===== src/rtl/fifo_common_pkg.sv =====
// Shared FIFO definitions: default geometry and the status bundle that the
// FIFO core and its scoreboard both use.
package fifo_common_pkg;

    localparam int FIFO_DEF_DATA_WIDTH = 8;
    localparam int FIFO_DEF_DEPTH      = 8;

    // Flag bundle: level decodes plus the registered error pulses.
    typedef struct packed {
        logic full;
        logic empty;
        logic almost_full;
        logic almost_empty;
        logic overflow;
        logic underflow;
    } fifo_status_t;

endpackage : fifo_common_pkg


===== src/rtl/fifo_mem_2p.sv =====
// DEPTH x DATA_WIDTH register array with one synchronous write port and one
// synchronous read port. The read port has a registered output that holds
// its value between reads. Only that output register is reset; the array
// contents are not.
module fifo_mem_2p #(
    parameter int DATA_WIDTH = 8,
    parameter int DEPTH      = 8,
    parameter int ADDR_W     = $clog2(DEPTH)
) (
    input  logic                  i_clk,
    input  logic                  i_rst,
    input  logic                  i_wr_en,
    input  logic [ADDR_W-1:0]     i_wr_addr,
    input  logic [DATA_WIDTH-1:0] i_wr_data,
    input  logic                  i_rd_en,
    input  logic [ADDR_W-1:0]     i_rd_addr,
    output logic [DATA_WIDTH-1:0] o_rd_data
);

    logic [DATA_WIDTH-1:0] r_mem [DEPTH];
    logic [DATA_WIDTH-1:0] r_rd_data;

    // Storage write. There is no reset, so stale contents survive reset but
    // can never be read because the pointers restart together.
    always_ff @(posedge i_clk) begin
        if (i_wr_en) begin
            r_mem[i_wr_addr] <= i_wr_data;
        end
    end

    // Registered read. A same-edge write to the read address returns the old
    // word, which is the correct one when the FIFO is full.
    always_ff @(posedge i_clk) begin
        if (i_rst) begin
            r_rd_data <= '0;
        end else if (i_rd_en) begin
            r_rd_data <= r_mem[i_rd_addr];
        end
    end

    assign o_rd_data = r_rd_data;

endmodule : fifo_mem_2p


===== src/rtl/sync_fifo_core.sv =====
// Single-clock FIFO with a registered read. The state is just the pointers
// and the occupancy count. All level flags are decoded from the registered
// count. overflow and underflow report rejected requests one cycle later.
module sync_fifo_core
    import fifo_common_pkg::*;
#(
    parameter int DATA_WIDTH = FIFO_DEF_DATA_WIDTH,
    parameter int DEPTH      = FIFO_DEF_DEPTH,
    parameter int AF_LEVEL   = DEPTH - 2,
    parameter int AE_LEVEL   = 2,
    localparam int ADDR_W    = $clog2(DEPTH)
) (
    input  logic                  i_clk,
    input  logic                  i_rst,
    input  logic                  i_write_enable,
    input  logic [DATA_WIDTH-1:0] i_data_in,
    input  logic                  i_read_enable,
    output logic [DATA_WIDTH-1:0] o_data_out,
    output logic                  o_read_valid,
    output logic                  o_full,
    output logic                  o_empty,
    output logic                  o_almost_full,
    output logic                  o_almost_empty,
    output logic [ADDR_W:0]       o_count,
    output logic                  o_overflow,
    output logic                  o_underflow
);

    localparam logic [ADDR_W:0]   CNT_DEPTH = DEPTH[ADDR_W:0];
    localparam logic [ADDR_W:0]   CNT_AF    = AF_LEVEL[ADDR_W:0];
    localparam logic [ADDR_W:0]   CNT_AE    = AE_LEVEL[ADDR_W:0];
    localparam logic [ADDR_W:0]   CNT_ONE   = 1;
    localparam logic [ADDR_W-1:0] PTR_ONE   = 1;

    logic [ADDR_W-1:0] r_wr_ptr;
    logic [ADDR_W-1:0] r_rd_ptr;
    logic [ADDR_W:0]   r_count;
    logic              r_read_valid;
    logic              r_overflow;
    logic              r_underflow;

    logic              w_rd_ok;
    logic              w_wr_ok;
    fifo_status_t      w_status;

    // Accept/reject decisions use only this cycle's registered state. A write
    // into a full FIFO is allowed when a read frees a slot on the same edge.
    // A read on an empty FIFO is never bypassed from the write.
    always_comb begin
        w_rd_ok = i_read_enable && !w_status.empty;
        w_wr_ok = i_write_enable && (!w_status.full || w_rd_ok);
    end

    // Pointer advance. Power-of-two depth makes the natural wrap modulo DEPTH.
    always_ff @(posedge i_clk) begin
        if (i_rst) begin
            r_wr_ptr <= '0;
            r_rd_ptr <= '0;
        end else begin
            if (w_wr_ok) begin
                r_wr_ptr <= r_wr_ptr + PTR_ONE;
            end
            if (w_rd_ok) begin
                r_rd_ptr <= r_rd_ptr + PTR_ONE;
            end
        end
    end

    // Occupancy. A simultaneous accepted read and write leave it unchanged.
    always_ff @(posedge i_clk) begin
        if (i_rst) begin
            r_count <= '0;
        end else begin
            unique case ({w_wr_ok, w_rd_ok})
                2'b10:   r_count <= r_count + CNT_ONE;
                2'b01:   r_count <= r_count - CNT_ONE;
                default: r_count <= r_count;
            endcase
        end
    end

    // One-cycle event pulses: read data landed, or a request was refused.
    always_ff @(posedge i_clk) begin
        if (i_rst) begin
            r_read_valid <= 1'b0;
            r_overflow   <= 1'b0;
            r_underflow  <= 1'b0;
        end else begin
            r_read_valid <= w_rd_ok;
            r_overflow   <= i_write_enable && !w_wr_ok;
            r_underflow  <= i_read_enable && !w_rd_ok;
        end
    end

    // Level flags come from the registered count, so each flag changes on the
    // cycle after the edge that caused the change.
    always_comb begin
        w_status.full         = (r_count == CNT_DEPTH);
        w_status.empty        = (r_count == '0);
        w_status.almost_full  = (r_count >= CNT_AF);
        w_status.almost_empty = (r_count <= CNT_AE);
        w_status.overflow     = r_overflow;
        w_status.underflow    = r_underflow;
    end

    fifo_mem_2p #(
        .DATA_WIDTH (DATA_WIDTH),
        .DEPTH      (DEPTH),
        .ADDR_W     (ADDR_W)
    ) u_mem (
        .i_clk     (i_clk),
        .i_rst     (i_rst),
        .i_wr_en   (w_wr_ok),
        .i_wr_addr (r_wr_ptr),
        .i_wr_data (i_data_in),
        .i_rd_en   (w_rd_ok),
        .i_rd_addr (r_rd_ptr),
        .o_rd_data (o_data_out)
    );

    assign o_read_valid   = r_read_valid;
    assign o_count        = r_count;
    assign o_full         = w_status.full;
    assign o_empty        = w_status.empty;
    assign o_almost_full  = w_status.almost_full;
    assign o_almost_empty = w_status.almost_empty;
    assign o_overflow     = w_status.overflow;
    assign o_underflow    = w_status.underflow;

endmodule : sync_fifo_core


===== config.mk =====
export PLATFORM = sky130hd
export DESIGN_NAME = sync_fifo_core
export DESIGN_NICKNAME = d
export VERILOG_FILES = /design/src/rtl/fifo_common_pkg.sv /design/src/rtl/fifo_mem_2p.sv /design/src/rtl/sync_fifo_core.sv
export SDC_FILE = /design/constraint.sdc
export NUM_CORES = 1
export LEC_CHECK = 0
export BUFFER_PORTS_ARGS = -buffer_cell sky130_fd_sc_hd__buf_2
export CAP_MARGIN = 0
export CORE_MARGIN = 10
export CORE_UTILIZATION = 59
export CTS_CLUSTER_DIAMETER = 60
export DETAILED_ROUTE_END_ITERATION = 8
export PLACE_DENSITY = 0.79
export SLEW_MARGIN = 10
export SYNTH_ARGS = -nofsm -noshare
export SYNTH_HDL_FRONTEND = slang
export SYNTH_SLANG_ARGS = --single-unit
export TNS_END_PERCENT = 1

===== constraint.sdc =====
create_clock -name i_clk -period 4.9 [get_ports i_clk]
set_input_delay 0.735 -clock i_clk [delete_from_list [all_inputs] [get_ports i_clk]]
set_output_delay 0.735 -clock i_clk [all_outputs]
set_load 0.02 [all_outputs]

**After elaboration in Yosys (flattened, before gate mapping)**

Memories as Yosys holds them, arrays and structs flattened. A register that Yosys moved wholly into a read port is not among the register bits.
Cells that the tools add are included.

- Equality and inequality tests: 3
- Muxes and demuxes: 3
- Reduce and logical (&&, ||, !) cells: 11
- Order comparisons: 2
- $add $sub $neg: 4

Operator list:

| kind | number |
|---|---|
| one-hot mux 4 bit (2 select lines) | 1 |
| adder 3 x 1 -> 3 bit (second input constant) | 2 |
| adder 4 x 1 -> 4 bit (second input constant) | 1 |
| equality test 4 bit (second input constant) | 1 |
| greater-or-equal comparator 4 x 3 -> 1 bit (second input constant) | 1 |
| <= comparator 4 x 2 -> 1 bit (second input constant) | 1 |
| logical AND 1 bit | 4 |
| logical NOT 1 bit | 4 |
| logical NOT 4 bit | 1 |
| subtractor 4 x 1 -> 4 bit (second input constant) | 1 |
| equality test 2 x 1 -> 1 bit (second input constant) | 1 |
| equality test 2 bit (second input constant) | 1 |
| two-way mux 1 bit | 2 |
| nonzero test 2 bit | 1 |
| logical OR 1 bit | 1 |

- Output and inout bits: 19
- Bits in writable memories: 64
- Logic and storage cells: 30
- Memories: 1
- Input bits: 12
- Flip-flop bits (word level): 13

Memory list:

| name | depth | bits a word | read ports | clocked after memory_dff | write ports | line | RTL |
|---|---|---|---|---|---|---|---|
| u_mem.r_mem | 8 | 8 | 1 | 1 | 1 | fifo_mem_2p.sv:20 | `logic [DATA_WIDTH-1:0] r_mem [DEPTH];` |

**Longest topological paths before layout**

Gate-level depths: netlist (run 1).

- Depth in word-level cells: 7
- Depth in mapped cells: 10
- Gate-level depth less buffers: 8

**Modules after synthesis**

A second synthesis (run 1) with hierarchy kept.

- Cells, all modules: 233
- Area, all modules: 3517.1 um2

Modules (own cells, without submodules):

| module | area an instance (um2) | cells an instance | instances | seq. area each (um2) |
|---|---|---|---|---|
| fifo_mem_2p | 2812.7 | 162 | 1 | 2082.0 |
| sync_fifo_core | 704.4 | 71 | 1 | 260.2 |

**Worst setup path after synthesis (run 1)**

No wires, ideal clock.

- Kind: in2reg
- Start point: input i_read_enable
- End point: register r_count[3] (netlist: o_count[3])
- Arrival time: 2.304 ns
- Path buffers: 2
- Cell stages on the path: 10
- Setup slack: 2.471 ns
- Library setup time: 0.124 ns
- Data required time: 4.776 ns
- Path through: clkbuf_4 > o41a_1 > clkbuf_1 > nand2b_1 > inv_1 > ha_1 > a21oi_1 > nand2_1 > mux2i_1 > a31oi_1

- Cells in the longest elaborated chain, start to end: 5
- Elaborated cells on any way between the ends: 7
- Those cells by class: 2 x eq/ne; 1 x mux; 4 x reduce/logical

Ends and longest elaborated chain:

| element | line | RTL |
|---|---|---|
| start, declared | sync_fifo_core.sv:17 | `input logic i_read_enable,` |
| logical AND 1 bit (*) | sync_fifo_core.sv:50 | `w_rd_ok = i_read_enable && !w_status.empty;` |
| logical OR 1 bit | sync_fifo_core.sv:51 | `w_wr_ok = i_write_enable && (!w_status.full \|\| w_rd_ok);` |
| logical AND 1 bit | sync_fifo_core.sv:51 |  |
| equality test 2 x 1 -> 1 bit or equality test 2 bit (tied branches) | sync_fifo_core.sv:74 | `unique case ({w_wr_ok, w_rd_ok})` |
| one-hot mux 4 bit (2 select lines) or nonzero test 2 bit (tied branches) | - |  |
| end signal, assigned | sync_fifo_core.sv:75 | `2'b10: r_count <= r_count + CNT_ONE;` |
| end signal, assigned | sync_fifo_core.sv:76 | `2'b01: r_count <= r_count - CNT_ONE;` |
| end signal, assigned | sync_fifo_core.sv:77 | `default: r_count <= r_count;` |
| end, declared | sync_fifo_core.sv:37 | `logic [ADDR_W:0] r_count;` |

Mark *: on every way between the ends. The rest lies on a longest branch, timed or not.
A chain may end at the register's enable or synchronous reset.

**Final worst setup path (run 1)**

- Start point: register r_count[3] (netlist: o_count[3])
- End point: register r_count[3] (netlist: o_count[3])

- Cells in the longest elaborated chain, start to end: 7
- Elaborated cells on any way between the ends: 13
- Those cells by class: 2 x add/sub; 3 x eq/ne; 1 x mux; 7 x reduce/logical

Ends and longest elaborated chain:

| element | line | RTL |
|---|---|---|
| logical NOT 4 bit | sync_fifo_core.sv:99 | `w_status.empty = (r_count == '0);` |
| logical NOT 1 bit | sync_fifo_core.sv:50 |  |
| logical AND 1 bit | sync_fifo_core.sv:50 |  |
| logical OR 1 bit | sync_fifo_core.sv:51 |  |
| logical AND 1 bit | sync_fifo_core.sv:51 |  |
| equality test 2 x 1 -> 1 bit or equality test 2 bit (tied branches) | sync_fifo_core.sv:74 |  |
| one-hot mux 4 bit (2 select lines) or nonzero test 2 bit (tied branches) | - |  |

Parallel ways exist; a longest one is shown, timed or not.

==> run_results.csv, run 1 <==
group,metric,value,unit
route,vias,1840,
power,powerDensity,521.2,nW/um^2
sta,fmax,382.0,MHz
floorplanning,rows,27,
worst_setup_path,rrSetupSlack,2280,ps
route,drtAntennaViolNets,0,
synth,ys_seq_elements,85,
sta,drv_slew,0,
placed_design,gp_congestion,0.8165,
layout,post-route-util,68.96,%
layout,final_common_cell,"edfxtp_1",
clock_tree,cts-buffers-inserted,9,
sta,finalSetupViolCount,0,
clock_tree,htree_levels,3,
synth,yosysTopAreaCell,"edfxtp_1",
worst_setup_path,cp_slowest_cell,"o41a_1",
sta,hold_viol_final,0,
worst_setup_path,regToRegStartpoint,"o_count[3]",
sta,tns,0,ps
worst_setup_path,worstPathArrival,2840,ps
route,drc,0,
min_path,min_path_type,"reg -> reg",
clock_tree,clk-insertion-delay-late,350,ps
synth,synth-xor-area-share,1.780,%
synth,synth_top_family_by_area,"multiplexers",
clock_tree,cts_tree,"done",
clock_tree,post_cts_buffers,0,
clock_tree,clk_path_buf_depth,2,
worst_setup_path,crit_fanout,20,
floorplanning,start_util,61.80,%
global_routing,grt_overflow,0,
global_routing,grt_use_total,13.95,%
synth,yosys_warnings,0,
synth,synth-compound-area-share,5.049,%
worst_setup_path,cp-startpoint,"o_count[3]",
synth,synthMuxAreaShare,13.66,%
worst_setup_path,cp.required,5130,ps
floorplanning,die_area,9295,sq um
worst_setup_path,crit_path_max_incr_delay,690,ps
placed_design,place_ws,1961,ps
global_routing,grt_pass1_wl,9528,um
sta,rsz0062_at_grt,"false",
route,dr.pass1.iters,4,
power,total_power,2003,uW
clock_tree,path_clk_slew,80,ps
placed_design,hpwl,3881,um
synth,synth_cells,211,
sta,tightest_slew,911.9,ps
layout,layout-drive-gt1-share,28.63,%
global_routing,grt_max_degree,22,
synth,synth-simple-area-share,6.684,%
global_routing,grt_pass1_vias,1882,
floorplanning,fp.dieH,96.41,um
worst_setup_path,crit_chain,"o41a_1 > nand2b_1 > inv_1 > ha_1 > a21oi_1 > nand2_1 > mux2i_1 > a31oi_1",
floorplanning,io_pins,31,
layout,design_area,3844,sq um
worst_setup_path,crit_cells,8,
worst_setup_path,worstReg2RegEnd,"o_count[3]",
clock_tree,clock-sinks,85,
global_routing,antenna_found_initial,0,
worst_setup_path,cp_top_family,"compound AO/OA/AOI/OAI gates",
layout,diodes,0,
run,maxCapViolCount,0,
worst_setup_path,start_kind,"flip-flop",
sta,finalWorstSetupSlack,2282,ps
synth,ys_top_cells_by_area,"edfxtp_1 (56%), dfxtp_1 (12%), mux4_2 (10%), mux2i_1 (3.2%), nor2_1 (2.5%)",
route,via_per_inst,5.750,
outcome,status,"finished, final reports clean",
route,totalWireLength,5925,um
synth,synth_top_area_share,55.79,%
power,irDropWorstVdd,0.0002812,V
floorplanning,coreArea,5574,sq um
layout,layout_common_cells,"edfxtp_1 (64), buf_2 (30), nor2_1 (23)",
clock_tree,root_buffer,"clkbuf_8",
worst_setup_path,end_kind,"flip-flop",
clock_tree,postCtsHoldBufs,0,
power,p_leak,0.001338,uW
layout,syn_to_final_growth,11.59,%
synth,yosysSeqAreaShare,68.00,%
sta,maxSlewHeadroom,38.98,%
sta,layout_min_cycle_time,2618,ps
sta,finClkSkew,9.052,ps
worst_setup_path,crit_path_end,"o_count[3]",
clock_tree,cts_resized,0,
sta,fin_crit_sh,53.43,%
synth,synth_cell_types,36,
placed_design,placed_cell_area,3646,sq um
floorplanning,die_w,96.41,um
synth,syn-cell-area,3445,sq um
placed_design,port_buffers,30,
route,wl_per_cell,18.52,um
worst_setup_path,critical_path_class,"reg -> reg",
synth,syn_area_per_cell,16.32,sq um
layout,final_net_count,260,
route,drt_iter0_markers,117,
worst_setup_path,worst-path-buf-inv,1,
worst_setup_path,rr_worst_depth,8,
synth,synthAdderAreaFrac,2.034,%
synth,synth_fp_nets,228,
[worst min-delay path by stage]
stage,start,endpoint,slack [ps],cells after the start
6_report,u_mem.o_rd_data[5],u_mem.o_rd_data[5],500,2
5_1_grt,u_mem.o_rd_data[7],u_mem.o_rd_data[7],530,2
4_1_cts,u_mem.o_rd_data[5],u_mem.o_rd_data[5],500,2
3_5_place_dp,u_mem.o_rd_data[5],u_mem.o_rd_data[5],490,2
3_3_place_gp,u_mem.o_rd_data[1],u_mem.o_rd_data[1],490,2
2_1_floorplan,r_wr_ptr[1],r_wr_ptr[1],560,2
[registers in the layout, indices dropped and copies added (netlist names)]
name and flops:
u_mem.o_rd_data 8, r_rd_ptr 3, o_overflow 1, u_mem.r_mem 64, o_underflow 1, o_count 4
o_read_valid 1, r_wr_ptr 3
[synth_stat cells (all sizes together)]
library cell  count
nand2             5
or3               1
dfxtp            21
or4b              1
ha                4
clkbuf            4
a211oi           11
xnor2             4
mux4             16
nand2b            4
nand3b            1
nor3              6
nand3             2
a21oi             3
buf              10
nor2             23
nor4b             2
o311a             1
inv               4
o211ai            2
fa                1
xor2              3
edfxtp           64
o21ai             2
o41a              1
a31oi             1
nor4              1
a21o              1
mux2i            11
nand4b            1
[kinds of logic after synthesis]
kind of cell | count (synthesis)
compound gates | 22
simple gates | 47
flops | 85
buf+inv | 18
xor+xnor | 7
mux | 27
fa+ha+maj | 5
[stage by stage]
stage	hold slack [ps]	cells
5_1_grt	529.5	320
3_5_place_dp	489.3	304
2_1_floorplan	555.5	211
4_1_cts	500.4	320
6_report	498.9	320
3_3_place_gp	485.5	304
[report_power, final]
group,switching [uW],leakage [uW],total (uW),internal [uW]
combinational,327,0.000485,593,266
sequential,79.0,0.000754,929,850
clock,244,0.000100,482,238
[worst reg2reg max path, delay by kind of cell (launching register included)]
| family | cells | cell delay [ps] |
|---|---|---|
| compound gates | 3 | 1040 |
| simple gates | 2 | 330 |
| mux | 1 | 170 |
| buf+inv | 1 | 120 |
| fa+ha+maj | 1 | 270 |
| flops | 1 | 570 |
[layer usage]
metal	part of all wire [%]	GRT usage [%]	routed length, um
met1	42	17.04	2518
met2	49	22.31	2892
met3	6.8	3.624	402
met4	1.9	7.627	113
met5	0	0	0
[layout make-up]
| cell class | instances | area [sq um] |
|---|---|---|
| well taps | 72 | 90.09 |
| multi-input cells | 108 | 1011 |
| flip-flops and latches | 85 | 2342 |
| inverters | 4 | 15.01 |
| clock inverters | 7 | 73.82 |
| repair buffers | 35 | 187.7 |
| clock buffers | 9 | 123.9 |
| fillers | 376 | 1730 |
No activity file was read; power rests on OpenSTA's default activity.
==> run 2, diff against run 1 <==
--- a/config.mk
+++ b/config.mk
@@ -8,10 +8,10 @@
 export BUFFER_PORTS_ARGS = -buffer_cell sky130_fd_sc_hd__buf_2
 export CAP_MARGIN = 0
 export CORE_MARGIN = 10
-export CORE_UTILIZATION = 59
+export CORE_UTILIZATION = 53
 export CTS_CLUSTER_DIAMETER = 60
 export DETAILED_ROUTE_END_ITERATION = 8
-export PLACE_DENSITY = 0.79
+export PLACE_DENSITY = 0.75
 export SLEW_MARGIN = 10
 export SYNTH_ARGS = -nofsm -noshare
 export SYNTH_HDL_FRONTEND = slang
==> constraint.sdc (replaced) <==
create_clock -name i_clk -period 2.2 [get_ports i_clk]
set_input_delay 0.33 -clock i_clk [delete_from_list [all_inputs] [get_ports i_clk]]
set_output_delay 0.33 -clock i_clk [all_outputs]
set_load 0.02 [all_outputs]
==> run 2 against run 1 <==
  * Clock power up 150%
  * Global-route usage up 0.080 points
  * Sequential share of layout area down 1.7 points
  * Critical endpoint unchanged
==> run_results.csv, run 2 (same netlist as run 1, synthesis figures left out) <==
group,metric,value,unit
worst_setup_path,end_kind,"flip-flop",
layout,layout_common_cells,"edfxtp_1 (64), buf_2 (30), nor2_1 (23)",
layout,largest_reg_flops,64,
worst_setup_path,crit_fanout,6,
clock_tree,cts_resized,0,
sta,fin_crit_sh,89.55,%
clock_tree,clk_path_buf_depth,2,
sta,layout_min_cycle_time,1970,ps
power,p_leak,0.001386,uW
sta,finClkSkew,8.697,ps
worst_setup_path,worstPathArrival,2200,ps
clock_tree,cts-buffers-inserted,9,
sta,hold_slack,253.3,ps
floorplanning,io_pins,31,
worst_setup_path,cp.required,2430,ps
clock_tree,cts_tree,"done",
route,vias,1928,
sta,tightest_slew,745.4,ps
worst_setup_path,rrSetupSlack,230,ps
outcome,status,"finished, final reports clean",
sta,drv_slew,0,
route,totalWireLength,6411,um
floorplanning,fp.dieH,100.6,um
placed_design,gp_congestion,0.8538,
placed_design,hpwl,4525,um
clock_tree,path_clk_slew,80,ps
placed_design,port_buffers,30,
worst_setup_path,critical_path_class,"reg -> reg",
global_routing,antenna_found_initial,0,
clock_tree,post_cts_buffers,0,
clock_tree,htree_levels,3,
layout,syn_to_final_growth,14.86,%
floorplanning,rows,29,
route,dr.pass1.iters,7,
min_path,min_path_type,"in -> reg",
worst_setup_path,start_kind,"flip-flop",
clock_tree,root_buffer,"clkbuf_8",
sta,rsz0062_at_grt,"false",
power,powerDensity,1194,nW/um^2
sta,fmax,507.6,MHz
run,maxCapViolCount,0,
power,irDropWorstVdd,0.0007691,V
layout,post-route-util,62.66,%
global_routing,grt_pass1_vias,2000,
sta,finalSetupViolCount,0,
layout,final_common_cell,"edfxtp_1",
route,drc,0,
floorplanning,start_util,54.56,%
route,drtAntennaViolNets,0,
global_routing,grt_overflow,0,
clock_tree,clock-sinks,85,
sta,hold_viol_final,0,
sta,tns,0,ps
route,drt_iter0_markers,104,
layout,regMostFlops,"u_mem.r_mem",
clock_tree,clk-insertion-delay-late,350,ps
floorplanning,die_area,10120,sq um
floorplanning,coreArea,6314,sq um
route,via_per_inst,5.772,
layout,layout-drive-gt1-share,31.52,%
layout,final_net_count,269,
clock_tree,postCtsHoldBufs,0,
global_routing,grt_use_total,14.03,%
route,wl_per_cell,19.19,um
layout,diodes,0,
global_routing,grt_max_degree,22,
sta,maxSlewHeadroom,50.12,%
floorplanning,die_w,100.6,um
global_routing,grt_pass1_wl,10860,um
## run 2: changes by cell type in the layout (fill, tap and decap cells not counted)
cell,before,now
a21oi_1,3,2
ha_4,0,1
a21oi_2,0,1
clkinv_2,2,0
bufinv_16,1,2
clkinv_1,0,1
clkinv_4,1,0
clkinvlp_4,1,2
ha_1,4,3
buf_4,5,14
## run 2: area by class of cell
class                   count  area [sq um]
flip-flops and latches     85          2342
multi-input cells         108          1027
well taps                  77         96.34
inverters                   4         15.01
repair buffers             44         255.2
fillers                   455          2357
clock buffers               9         123.9
clock inverters             7         96.34
## run 2: worst paths after layout
kind,startpoint,endpoint,cells after the start
worst min-delay path,i_data_in[0],u_mem.r_mem[6][0],1
worst max-delay path,o_count[3],o_count[3],8
worst min register to register,u_mem.o_rd_data[7],u_mem.o_rd_data[7],2
worst max register to register,o_count[3],o_count[3],8
## run 2: critical path, stage by stage, from the launching register on
cell	delay, ps
dfxtp_1	370
o41a_1	460
nand2b_1	120
inv_1	90
ha_4	290
nand3_1	110
nand2_1	130
mux2i_1	200
a31oi_1	90
## run 2: power by group
group          internal [uW]  leakage (uW)  switching (uW)
clock                    643      0.000104             551
combinational            663      0.000528             879
sequential              1890      0.000754            93.4
## run 2: metrics by stage
| step | instances | setup slack (ps) | power (uW) | instance area, sq um |
|---|---|---|---|---|
| 3_3_place_gp | 318 | 256.5 | 3543 | 3731 |
| 4_1_cts | 334 | 51.15 | 4778 | 3951 |
| 3_5_place_dp | 318 | 74.20 | 3584 | 3731 |
| 5_1_grt | 334 | 65.29 | 4996 | 3956 |
| 6_report | 334 | 229.9 | 4723 | 3956 |
| 2_1_floorplan | 211 | 35.80 | 3169 | 3467 |
## run 2: layer usage
layer / share of wire, % / up-vias / track usage (%)
met1: 44 / 957 / 18.01
met3: 6.6 / 8 / 4.595
met2: 47 / 62 / 21.13
met4: 1.8 / 0 / 6.304
li1: - / 901 / -
met5: 0 / - / 0
